===== src/rtl/cache_types.sv =====
// rtl/cache_types.sv - L2 set and way index types
`ifndef CACHE_TYPES_SV
`define CACHE_TYPES_SV
`include "cache_consts.sv"

package cache_types;
    localparam int L2_SET_W = $clog2(`L2_SETS);
    localparam int L2_WAY_W = $clog2(`L2_WAYS);

    typedef logic [L2_SET_W-1:0] l2_set_t;
    typedef logic [L2_WAY_W-1:0] l2_way_t;
endpackage

`endif


===== src/rtl/l2_evict_ptr_pkg.sv =====
// rtl/l2_evict_ptr_pkg.sv - FSM states and pointer arithmetic for l2_evict_ptr
`ifndef L2_EVICT_PTR_PKG_SV
`define L2_EVICT_PTR_PKG_SV
`include "cache_types.sv"

package l2_evict_ptr_pkg;
    import cache_types::*;

    typedef enum logic {
        ST_INIT = 1'b0,
        ST_IDLE = 1'b1
    } evict_state_t;

    // Explicit compare keeps the wrap correct even when nways is not a power of two.
    function automatic l2_way_t way_advance(input l2_way_t way, input int nways);
        return (int'(way) == nways - 1) ? '0 : way + l2_way_t'(1);
    endfunction
endpackage

`endif


===== src/rtl/cache_consts.sv =====
// rtl/cache_consts.sv - shared L2 geometry and eviction-update mode macros
`ifndef CACHE_CONSTS_SV
`define CACHE_CONSTS_SV

`define L2_WAYS 8
`define L2_SETS 256
`define L2_EVICT_ADVANCE 1'b0
`define L2_EVICT_LOAD 1'b1

`endif


===== src/rtl/l2_evict_ptr_mem.sv =====
// rtl/l2_evict_ptr_mem.sv - per-set eviction pointer array, sync write / async read
module l2_evict_ptr_mem #(
    parameter int DEPTH = 256,
    parameter int AW    = 8,
    parameter int DW    = 3
) (
    input  logic          clk,
    input  logic          wr_en,
    input  logic [AW-1:0] wr_addr,
    input  logic [DW-1:0] wr_data,
    input  logic [AW-1:0] rd_addr,
    output logic [DW-1:0] rd_data
);
    logic [DW-1:0] mem_q [DEPTH];

    always_ff @(posedge clk) begin
        if (wr_en) begin
            mem_q[wr_addr] <= wr_data;
        end
    end

    assign rd_data = mem_q[rd_addr];
endmodule


===== src/rtl/l2_evict_ptr.sv =====
// rtl/l2_evict_ptr.sv - round-robin L2 eviction pointer per set with init sweep and write-forward
`include "l2_evict_ptr_pkg.sv"

module l2_evict_ptr
    import cache_types::*;
    import l2_evict_ptr_pkg::*;
#(
    parameter int NWAYS = `L2_WAYS,
    parameter int NSETS = `L2_SETS
) (
    input  logic    clk,
    input  logic    rst,
    input  logic    rd_en,
    input  l2_set_t rd_set,
    input  logic    upd_en,
    input  l2_set_t upd_set,
    input  l2_way_t upd_way,
    input  logic    upd_mode,
    output l2_way_t evict_way_buf,
    output logic    evict_valid,
    output logic    ready
);
    localparam l2_set_t LAST_SET = l2_set_t'(NSETS - 1);

    evict_state_t state_q, state_d;
    l2_set_t      init_cnt_q;
    logic         wr_en;
    l2_set_t      wr_set;
    l2_way_t      wr_data;
    l2_way_t      rd_data;
    l2_way_t      upd_value;
    l2_way_t      fwd_way;
    logic         rd_accept;

    l2_evict_ptr_mem #(
        .DEPTH (NSETS),
        .AW    ($bits(l2_set_t)),
        .DW    ($bits(l2_way_t))
    ) u_mem (
        .clk     (clk),
        .wr_en   (wr_en),
        .wr_addr (wr_set),
        .wr_data (wr_data),
        .rd_addr (rd_set),
        .rd_data (rd_data)
    );

    assign upd_value = (upd_mode == `L2_EVICT_LOAD) ? upd_way : way_advance(upd_way, NWAYS);
    // A same-set update lands on the same edge as the read, so return the new value.
    assign fwd_way   = (upd_en && (upd_set == rd_set)) ? upd_value : rd_data;
    assign rd_accept = (state_q == ST_IDLE) && rd_en;
    assign ready     = (state_q == ST_IDLE);

    always_comb begin
        state_d = state_q;
        wr_en   = 1'b0;
        wr_set  = upd_set;
        wr_data = upd_value;
        case (state_q)
            ST_INIT: begin
                wr_en   = 1'b1;
                wr_set  = init_cnt_q;
                wr_data = '0;
                if (init_cnt_q == LAST_SET) begin
                    state_d = ST_IDLE;
                end
            end
            ST_IDLE: begin
                wr_en = upd_en;
            end
            default: state_d = ST_INIT;
        endcase
    end

    always_ff @(posedge clk) begin
        if (!rst) begin
            state_q       <= ST_INIT;
            init_cnt_q    <= '0;
            evict_way_buf <= '0;
            evict_valid   <= 1'b0;
        end else begin
            state_q     <= state_d;
            evict_valid <= rd_accept;
            if (state_q == ST_INIT) begin
                init_cnt_q <= init_cnt_q + l2_set_t'(1);
            end
            if (rd_accept) begin
                evict_way_buf <= fwd_way;
            end
        end
    end
endmodule


===== config.mk =====
export PLATFORM = sky130hd
export DESIGN_NAME = l2_evict_ptr
export DESIGN_NICKNAME = d
export VERILOG_FILES = /design/src/rtl/l2_evict_ptr_mem.sv /design/src/rtl/l2_evict_ptr.sv
export VERILOG_INCLUDE_DIRS = /design/src /design/src/rtl
export SDC_FILE = /design/constraint.sdc
export NUM_CORES = 1
export LEC_CHECK = 0
export BUFFER_PORTS_ARGS = -buffer_cell sky130_fd_sc_hd__buf_2
export CORE_ASPECT_RATIO = 1.2
export CORE_MARGIN = 10
export CORE_UTILIZATION = 63
export DETAILED_ROUTE_END_ITERATION = 8
export PLACE_DENSITY = 0.79
export SETUP_SLACK_MARGIN = 0.1
export SLEW_MARGIN = 40
export SYNTH_ARGS = -nofsm -noshare
export SYNTH_HDL_FRONTEND = slang
export SYNTH_HIERARCHICAL = 1
export SYNTH_SLANG_ARGS = --single-unit

===== constraint.sdc =====
create_clock -name clk -period 14.35 [get_ports clk]
set_input_delay 2.87 -clock clk [delete_from_list [all_inputs] [get_ports clk]]
set_output_delay 2.87 -clock clk [all_outputs]
set_load 0.1 [all_outputs]

==> results of run 1 <==
[flip-flops by register name, summed over array words and instances (netlist names)]
name and cells:
ready 1, u_mem/mem_q 768, evict_valid 1, init_cnt_q 8
evict_way_buf 3
[power by group through the flow]
stage	clock network, uW	logic (uW)	registers, uW
2_1_floorplan	0	130	2520
3_3_place_gp	0	185	2520
3_5_place_dp	0	188	2520
4_1_cts	1940	191	2470
5_1_grt	2030	203	2470
6_report	1920	195	2470
[layout make-up]
type / instances / area [sq um] / area share [%]
Sequential cell: 781 / 23300 / 66.7
Tap cell: 644 / 806 / 2.30
Inverter: 5 / 18.8 / 0.0537
Clock buffer: 88 / 1970 / 5.63
Clock inverter: 47 / 434 / 1.24
Multi-Input combinational cell: 899 / 7860 / 22.5
Timing Repair Buffer: 65 / 566 / 1.62
[cell families after synthesis]
logic type               synth area share, %
adder cells (fa/ha/maj)                0.118
XOR/XNOR                               0.358
multiplexers                            14.1
AO/OA/AOI/OAI                           3.32
AND/OR/NAND/NOR                         6.68
flip-flops                              73.3
buffers and inverters                   2.05
[layer usage]
metal / routed length (um) / track usage (%) / up-vias
met5: 0 / 0 / -
met4: 3260 / 13.1 / 0
met3: 7620 / 4.62 / 189
met2: 38100 / 41.6 / 1169
met1: 26500 / 32.4 / 8931
li1: - / - / 7220
[synth_stat cells (8+ instances only)]
master    count
edfxtp_1    768
nor2_1      288
mux4_2      153
mux2i_1      95
clkbuf_1     72
a22oi_1      45
nand2_1      41
nand3_1      38
nor2b_1      29
a21oi_1      25
buf_6        17
nor3_1       16
o22ai_1      16
nand4_1      15
buf_2        14
dfxtp_1      13
a31oi_1      12
mux2_2        9
xnor2_1       9
a211oi_1      8
buf_4         8
[worst max-delay path: stages]
cell	delay, ps
buf_8	220
buf_16	350
buf_6	540
buf_6	560
mux4_2	590
mux2_2	280
o21ai_1	130
a21oi_1	70
nor4_1	790
o211ai_1	350
and3_1	290
a22oi_1	150
a31oi_1	100
[stage by stage]
stage / instances / util (%) / setup slack (ps)
2_1_floorplan: 1804 / - / 3160
4_1_cts: 2526 / 69.7 / 7010
3_5_place_dp: 2391 / 64.9 / 6410
5_1_grt: 2529 / 69.8 / 7160
3_3_place_gp: 2388 / 64.7 / 6480
6_report: 2529 / 69.8 / 7450
[worst min-delay path by stage]
stage,slack (ps),endpoint,cells past startpoint,from
floorplan,470,init_cnt_q[7],2,init_cnt_q[7]
global placement,480,evict_way_buf[0],2,evict_way_buf[0]
detailed placement,480,evict_way_buf[0],2,evict_way_buf[0]
CTS,490,evict_way_buf[0],2,evict_way_buf[0]
global route,530,evict_way_buf[0],2,evict_way_buf[0]
finish,500,evict_way_buf[0],2,evict_way_buf[0]
==> reports/qor.txt, run 1 <==
DRC viols -> 0
CP max FO -> 48
Cell variety after synth -> 59
Worst EP required -> 14,830 ps
Via/cell ratio -> 6.92
H-tree depth -> 3
Initial drt markers -> 2,808
Cts hold-fix bufs -> 0
Total power -> 4590 uW
Slew Limit Fails -> 0
Dominant cells by area after synthesis -> edfxtp_1 (73%), mux4_2 (11%), nor2_1 (3.4%), mux2i_1 (3.0%), a22oi_1 (1.1%)
Most frequent cells in the layout -> edfxtp_1 (768), nor2_1 (288), mux4_2 (153)
Flop pwr share -> 53.9%
CTS Buf Count -> 74
Final setup fails -> 0
Post-layout instance area -> 0.0350 sq mm
Layout cells sized above 1 -> 18.4%
Final WL -> 75,500 um
YS warnings -> 6
Synth Instances -> 1,804
Most common cell after layout, fill and taps aside -> edfxtp_1
IO buf count -> 28
Syn Nets -> 1,831
Startpoint types -> primary input
Worst-Skew Late Latency -> 620 ps
Seq cells post-synth -> 781
Filler Cells Inserted -> 2,949
Initial Utilization -> 63.5%
Antenna cells -> 0
Power Dens Cells -> 131 mW/mm^2
Mean Syn Cell Area -> 17.6 sq um
Final TNS setup -> 0 ps
Crit path from -> rd_set[0]
Synth area leader -> edfxtp_1
Clk_skew -> 14.2 ps
WHS -> 497 ps
CTS Root Cell -> clkbuf_16
First-pass iteration count of the detailed router -> 8
CP endpoint -> evict_way_buf[1]
Net Switching -> 949 uW
DP Wirelength -> 45,500 um
First-pass GRT wire length -> 113,000 um
R2R Setup Slk -> 10,760 ps
Die area -> 0.0599 sq mm
Status -> finished, final reports clean
ANT nets after route -> 0
Largest net degree at the start of global routing -> 142
Sequential share of the synthesized area -> 73.3%
Crit path kind -> in -> reg
Core box area -> 0.0501 sq mm
Comb power frac -> 4.3%
GRT overflow -> 0
Most used flip-flop cell after synthesis -> edfxtp_1
CP endpoint kind -> flip-flop
Post-Syn Area -> 0.0318 sq mm
Leakage -> 0.0117 uW
Internal -> 3640 uW
Max cap viols -> 0
Max Freq -> 0.145 GHz
Nets -> 1,853
Antenna violations before repair -> 0
Clk pwr share -> 41.9%
P&R area growth vs syn -> 9.99%
Num Clock Sinks -> 781
Switching portion of total power -> 20.7%
Area post-placement -> 0.0325 sq mm
Worst-Margin Slew -> 893 ps
Final Critical Period -> 6900 ps
Share of the synthesized area in the top cell type -> 72.5%
Post-CTS sizing -> 0
Longest Clk Path Bufs -> 3
RePlAce Congestion -> 0.840
RR Endpoint -> u_mem/mem_q[65][0]
Drt wl/cell -> 29.8 um
Routed vias -> 17,509
Vias in the first global route -> 17,768
Die H -> 266 um
# rows -> 90
Worst slew margin -> 40.5%
Unrepaired setup endpoints after global routing -> no
Post-CTS Setup Bufs -> 0
Hold Fails Final Rpt -> 0
Crit share post-route -> 48.1%
Clock transition at path regs -> 60 ps
Async SR Flop Fraction -> 0%
VDD IR max -> 86.3 uV
Crit path arrival time -> 7390 ps
I/O pins -> 29
R2R Path Start -> ready
Die width -> 225 um
EDFF count, synth -> 768
R2R depth -> 5
HP Class -> reg -> reg
CTS tree -> done
Gr usage total -> 25.5%
No activity file was read; power rests on OpenSTA's default activity.
==> run 2, diff against run 1 <==
clock period = 6.6 ns   (was 14.35 ns; I/O delays follow)
==> run 2 against run 1 <==
Compared with the run above: register-to-register slack got worse by 7600 ps; critical endpoint unchanged; largest cell class unchanged; critical path type unchanged; cell area fell by 0.11%; sequential share of layout area rose by 0.072 points; clock skew rose by 7.1 ps.
==> reports/qor.txt, run 2 (synthesis results as in run 1) <==
R2R Setup Slk -> 3200 ps
Initial drt markers -> 2,461
Min-delay src -> evict_way_buf[0]
Drt wl/cell -> 29.6 um
GRT overflow -> 0
Gr usage total -> 25.5%
Post-CTS sizing -> 0
Leakage -> 0.0117 uW
ANT nets after route -> 0
Max FFs per register -> 768
CP endpoint kind -> flip-flop
Layout cells sized above 1 -> 18.2%
Worst-Skew Late Latency -> 610 ps
VDD IR max -> 151 uV
P&R area growth vs syn -> 9.87%
Cts hold-fix bufs -> 0
Bufs and invs on worst path -> 1
Largest net degree at the start of global routing -> 215
Final WL -> 75,100 um
DP Worst Slack -> 1720 ps
CTS tree -> done
Hold Path Depth -> 2
Via/cell ratio -> 6.83
Antenna cells -> 0
RR Endpoint -> u_mem/mem_q[236][2]
Switching portion of total power -> 20.2%
CTS Buf Count -> 73
Longest Clk Path Bufs -> 3
First-pass GRT wire length -> 112,000 um
Slowest-stage cell, CP -> nand2_1
Crit path arrival time -> 4630 ps
Crit-path cells -> buf_2, nand2_1, o22ai_1, a2111oi_0, nor3_1, nor3_1, o211ai_1, and3_1, o21ai_0, a31oi_1
Num Clock Sinks -> 781
Clock transition at path regs -> 60 ps
# rows -> 90
First-pass iteration count of the detailed router -> 6
Worst EP required -> 7130 ps
Startpoint types -> primary input
Final setup fails -> 0
Nets -> 1,862
Min-Delay Endpoint -> evict_way_buf[0]
Most common cell after layout, fill and taps aside -> edfxtp_1
Unrepaired setup endpoints after global routing -> no
HP Class -> reg -> reg
Clk_skew -> 21.4 ps
Most frequent cells in the layout -> edfxtp_1 (768), nor2_1 (288), mux4_2 (153)
DP Cell Count -> 2,403
Die H -> 266 um
H-tree depth -> 3
Crit share post-route -> 62.1%
DRC viols -> 0
Clk pwr share -> 40.9%
Core box area -> 0.0501 sq mm
Flop pwr share -> 54.8%
CP max FO -> 24
Die area -> 0.0599 sq mm
Max cap viols -> 0
Net Switching -> 1980 uW
Largest stage delay, worst path -> 580 ps
IO buf count -> 28
Routed vias -> 17,310
I/O pins -> 29
Internal -> 7830 uW
Initial Utilization -> 63.5%
Crit path kind -> in -> reg
CP most frequent cell -> nor3_1
Post-CTS Setup Bufs -> 0
RePlAce Congestion -> 0.866
Power Dens Cells -> 281 mW/mm^2
CP delay by family, top -> simple AND/OR/NAND/NOR gates
Worst-Margin Slew -> 936 ps
Antenna violations before repair -> 1
Max Freq -> 0.244 GHz
Die width -> 225 um
Setup WS post-layout -> 2500 ps
CTS Root Cell -> clkbuf_16
DP Wirelength -> 46,100 um
Status -> finished, final reports clean
Comb power frac -> 4.3%
Slew Limit Fails -> 0
Filler Cells Inserted -> 2,987
Layout Utilization -> 69.7%
Final Instance Count excl. Fillers -> 2,535
Worst slew margin -> 37.0%
Vias in the first global route -> 17,768
Hold Fails Final Rpt -> 0
Final TNS setup -> 0 ps
R2R Path Start -> ready
Worst path depth -> 10
Final Critical Period -> 4100 ps
Reg with most FFs -> u_mem/mem_q
Top flop regs -> u_mem/mem_q x768, init_cnt_q x8, evict_way_buf x3
R2R depth -> 5
==> run 2: cell types whose count changed in the layout (fill, tap and decap cells not counted), moves of 2 or more <==
cell and change:
buf_12 +5, buf_16 -2, buf_4 +12, buf_6 -5, bufinv_16 -2, clkbuf_1 +8, clkinv_2 -5, clkinv_4 -2
clkinv_8 -2, clkinvlp_4 -2
==> run 2: how the worst max path moves through the flow <==
stage          slack [ps]       start           endpoint
6_report             2500   rd_set[2]   evict_way_buf[1]
5_1_grt              2360   rd_set[0]   evict_way_buf[1]
4_1_cts              2390   rd_set[2]   evict_way_buf[1]
3_5_place_dp         1720   rd_set[2]   evict_way_buf[1]
3_3_place_gp         1820   rd_set[2]   evict_way_buf[1]
2_1_floorplan         150  upd_way[0]  u_mem/mem_q[0][0]
==> run 2: through the flow <==
| step | hold WS (ps) | cell area (sq um) | power [uW] |
|---|---|---|---|
| detailed placement | 490 | 32600 | 5890 |
| finish | 493 | 34900 | 9810 |
| global route | 533 | 34900 | 10100 |
| CTS | 499 | 34900 | 9850 |
| global placement | 483 | 32600 | 5890 |
| floorplan | 469 | 31800 | 5760 |
==> run 2: final cells by class <==
| cell class | instances | area (sq um) | share of cell area [%] |
|---|---|---|---|
| Sequential cell | 781 | 23300 | 66.7 |
| Multi-Input combinational cell | 899 | 7870 | 22.5 |
| Timing Repair Buffer | 75 | 644 | 1.84 |
| Tap cell | 644 | 806 | 2.31 |
| Clock inverter | 34 | 265 | 0.759 |
| Inverter | 5 | 18.8 | 0.0537 |
| Clock buffer | 97 | 2010 | 5.76 |
==> run 2: worst register-to-register path, stage by stage (launching register included) <==
cell	delay (ps)
dfxtp_2	630
mux2_2	520
nor2_1	650
nand4_1	530
buf_4	410
nor2_1	320
==> run 2: power by group through the flow <==
stage | Combinational, uW | Clock, uW | Sequential (uW)
after floorplan | 284 | 0 | 5480
after global placement | 407 | 0 | 5480
after detailed placement | 414 | 0 | 5480
after CTS | 419 | 4060 | 5370
after global routing | 442 | 4260 | 5370
final | 425 | 4010 | 5370
==> run 2: layer usage <==
metal / track usage [%] / vias to the layer above / part of all wire (%) / routed length (um)
li1: - / 7235 / - / -
met1: 31.4 / 8791 / 34 / 25600
met2: 41.7 / 1036 / 50 / 37500
met3: 4.67 / 246 / 10 / 7530
met4: 15.1 / 2 / 5.9 / 4420
met5: 0 / - / 0.017 / 13
==> run 3, diff against run 2 <==
CORE_UTILIZATION = 57   (was 63)
PLACE_DENSITY = 0.76   (was 0.79)
clock period = 3.48 ns   (was 6.6 ns; I/O delays follow)
==> run 3 against run 2 <==
Compared with the run above: clock power up 94%; critical path type unchanged; critical endpoint unchanged; core utilization down 4.0 points; critical path depth up 2.
==> reports/qor.txt, run 3 (synthesis results as in run 1) <==
GRT met2 Usage -> 40.2%
Most frequent cells in the layout -> edfxtp_1 (768), nor2_1 (288), mux4_2 (153)
R2R Setup Slk -> 580 ps
Routed vias -> 17,797
GRT overflow -> 0
Final setup fails -> 0
Multi-input logic area -> 0.00791 sq mm
Most common cell after layout, fill and taps aside -> edfxtp_1
Initial Utilization -> 57.8%
Num Clock Sinks -> 781
Clock transition at path regs -> 70 ps
Layout cells sized above 1 -> 23.4%
WHS -> 454 ps
Power Dens Cells -> 522 mW/mm^2
Met1 layer usage reported by global route -> 28.8%
Max FFs per register -> 768
Die H -> 279 um
Initial drt markers -> 2,182
CTS Root Cell -> clkbuf_16
H-tree depth -> 3
First-pass GRT wire length -> 118,000 um
Max cap viols -> 0
Unrepaired setup endpoints after global routing -> no
I/O pins -> 29
Startpoint types -> primary input
RR Endpoint -> evict_way_buf[2]
Post-CTS Setup Bufs -> 0
# rows -> 94
CTS tree -> done
Cts hold-fix bufs -> 0
Most crowded layer after global routing -> met2
P&R area growth vs syn -> 13.7%
Longest Clk Path Bufs -> 3
Crit share post-route -> 91.7%
Post-CTS sizing -> 0
CP endpoint -> evict_way_buf[1]
Filler Cells Inserted -> 3,499
Drt wl/cell -> 28.9 um
Reg with most FFs -> u_mem/mem_q
R2R depth -> 9
Final WL -> 78,800 um
Final TNS setup -> 0 ps
Core box area -> 0.0550 sq mm
Total power -> 18,900 uW
R2R Path Start -> u_mem/mem_q[247][2]
Area post-placement -> 0.0338 sq mm
Setup WS post-layout -> 290 ps
Largest net degree at the start of global routing -> 133
Status -> finished, final reports clean
Die area -> 0.0657 sq mm
Worst EP required -> 3960 ps
CP endpoint kind -> flip-flop
Post-layout instance area -> 0.0362 sq mm
Antenna cells -> 0
RePlAce Congestion -> 0.910
Met3 capacity usage during global routing -> 4.41%
CP max FO -> 17
Hold Fails Final Rpt -> 0
ANT nets after route -> 0
VDD IR max -> 368 uV
Max Freq -> 0.313 GHz
Die width -> 236 um
Worst-Skew Late Latency -> 610 ps
Vias in the first global route -> 18,530
DRC viols -> 0
Nets -> 1,977
Via/cell ratio -> 6.53
DP Wirelength -> 50,700 um
Crit path from -> rd_set[0]
Clk_skew -> 29.7 ps
CTS Buf Count -> 73
Slew Limit Fails -> 0
Antenna violations before repair -> 0
Crit path kind -> in -> reg
HP Class -> in -> reg
Final Critical Period -> 3190 ps
Worst slew margin -> 46.0%
Gr usage total -> 23.9%
Sequential cell area -> 0.0233 sq mm
Leakage -> 0.0123 uW
First-pass iteration count of the detailed router -> 5
Crit path arrival time -> 3670 ps
IO buf count -> 28
Top flop regs -> u_mem/mem_q x768, init_cnt_q x8, evict_way_buf x3
Worst-Margin Slew -> 808 ps
DP Worst Slack -> -213 ps
[run 3: changes by cell type in the layout (fill, tap and decap cells not counted), sizes merged]
cell / before / now
clkinvlp: 1 / 5
clkinv: 26 / 29
clkbuf: 97 / 90
bufinv: 4 / 5
buf: 75 / 189
[run 3: worst min-delay path by stage]
stage	depth (start not counted)	end	from
after floorplan	2	init_cnt_q[7]	init_cnt_q[7]
after global placement	2	evict_way_buf[0]	evict_way_buf[0]
after detailed placement	2	evict_way_buf[0]	evict_way_buf[0]
after CTS	3	evict_valid	rd_en
after global routing	3	evict_valid	rd_en
final	3	evict_valid	rd_en
[run 3: worst max-delay path, cell delays in order]
cell	delay (ps)
buf_8	150
buf_12	190
buf_12	180
mux4_2	520
mux2i_1	240
o221ai_1	270
nor4_1	570
buf_4	190
o211ai_1	150
and3_1	240
a22oi_1	150
a31oi_1	100
[run 3: cell type report]
class	count	area share, %
flip-flops and latches	781	64.5
inverters	5	0.0519
clock inverters	42	1.02
multi-input cells	899	21.9
clock buffers	89	5.40
well taps	720	2.49
repair buffers	190	4.64
[run 3: power breakdown]
| group | total (uW) | internal (uW) | switching [uW] |
|---|---|---|---|
| clock network | 7760 | 4390 | 3370 |
| logic | 927 | 398 | 530 |
| registers | 10200 | 10200 | 6.65 |
[run 3: layer usage]
metal  vias to the layer above  wire length, um
met5                         -                0
met4                         0             4370
met3                       276             7280
met2                      1049            40000
met1                      8992            27100
li1                       7480                -
[run 3: per-stage QoR]
step	utilization, %	std cells
floorplan	-	1804
global placement	61.4	2594
detailed placement	61.4	2594
CTS	65.6	2725
global route	65.7	2726
finish	65.7	2726
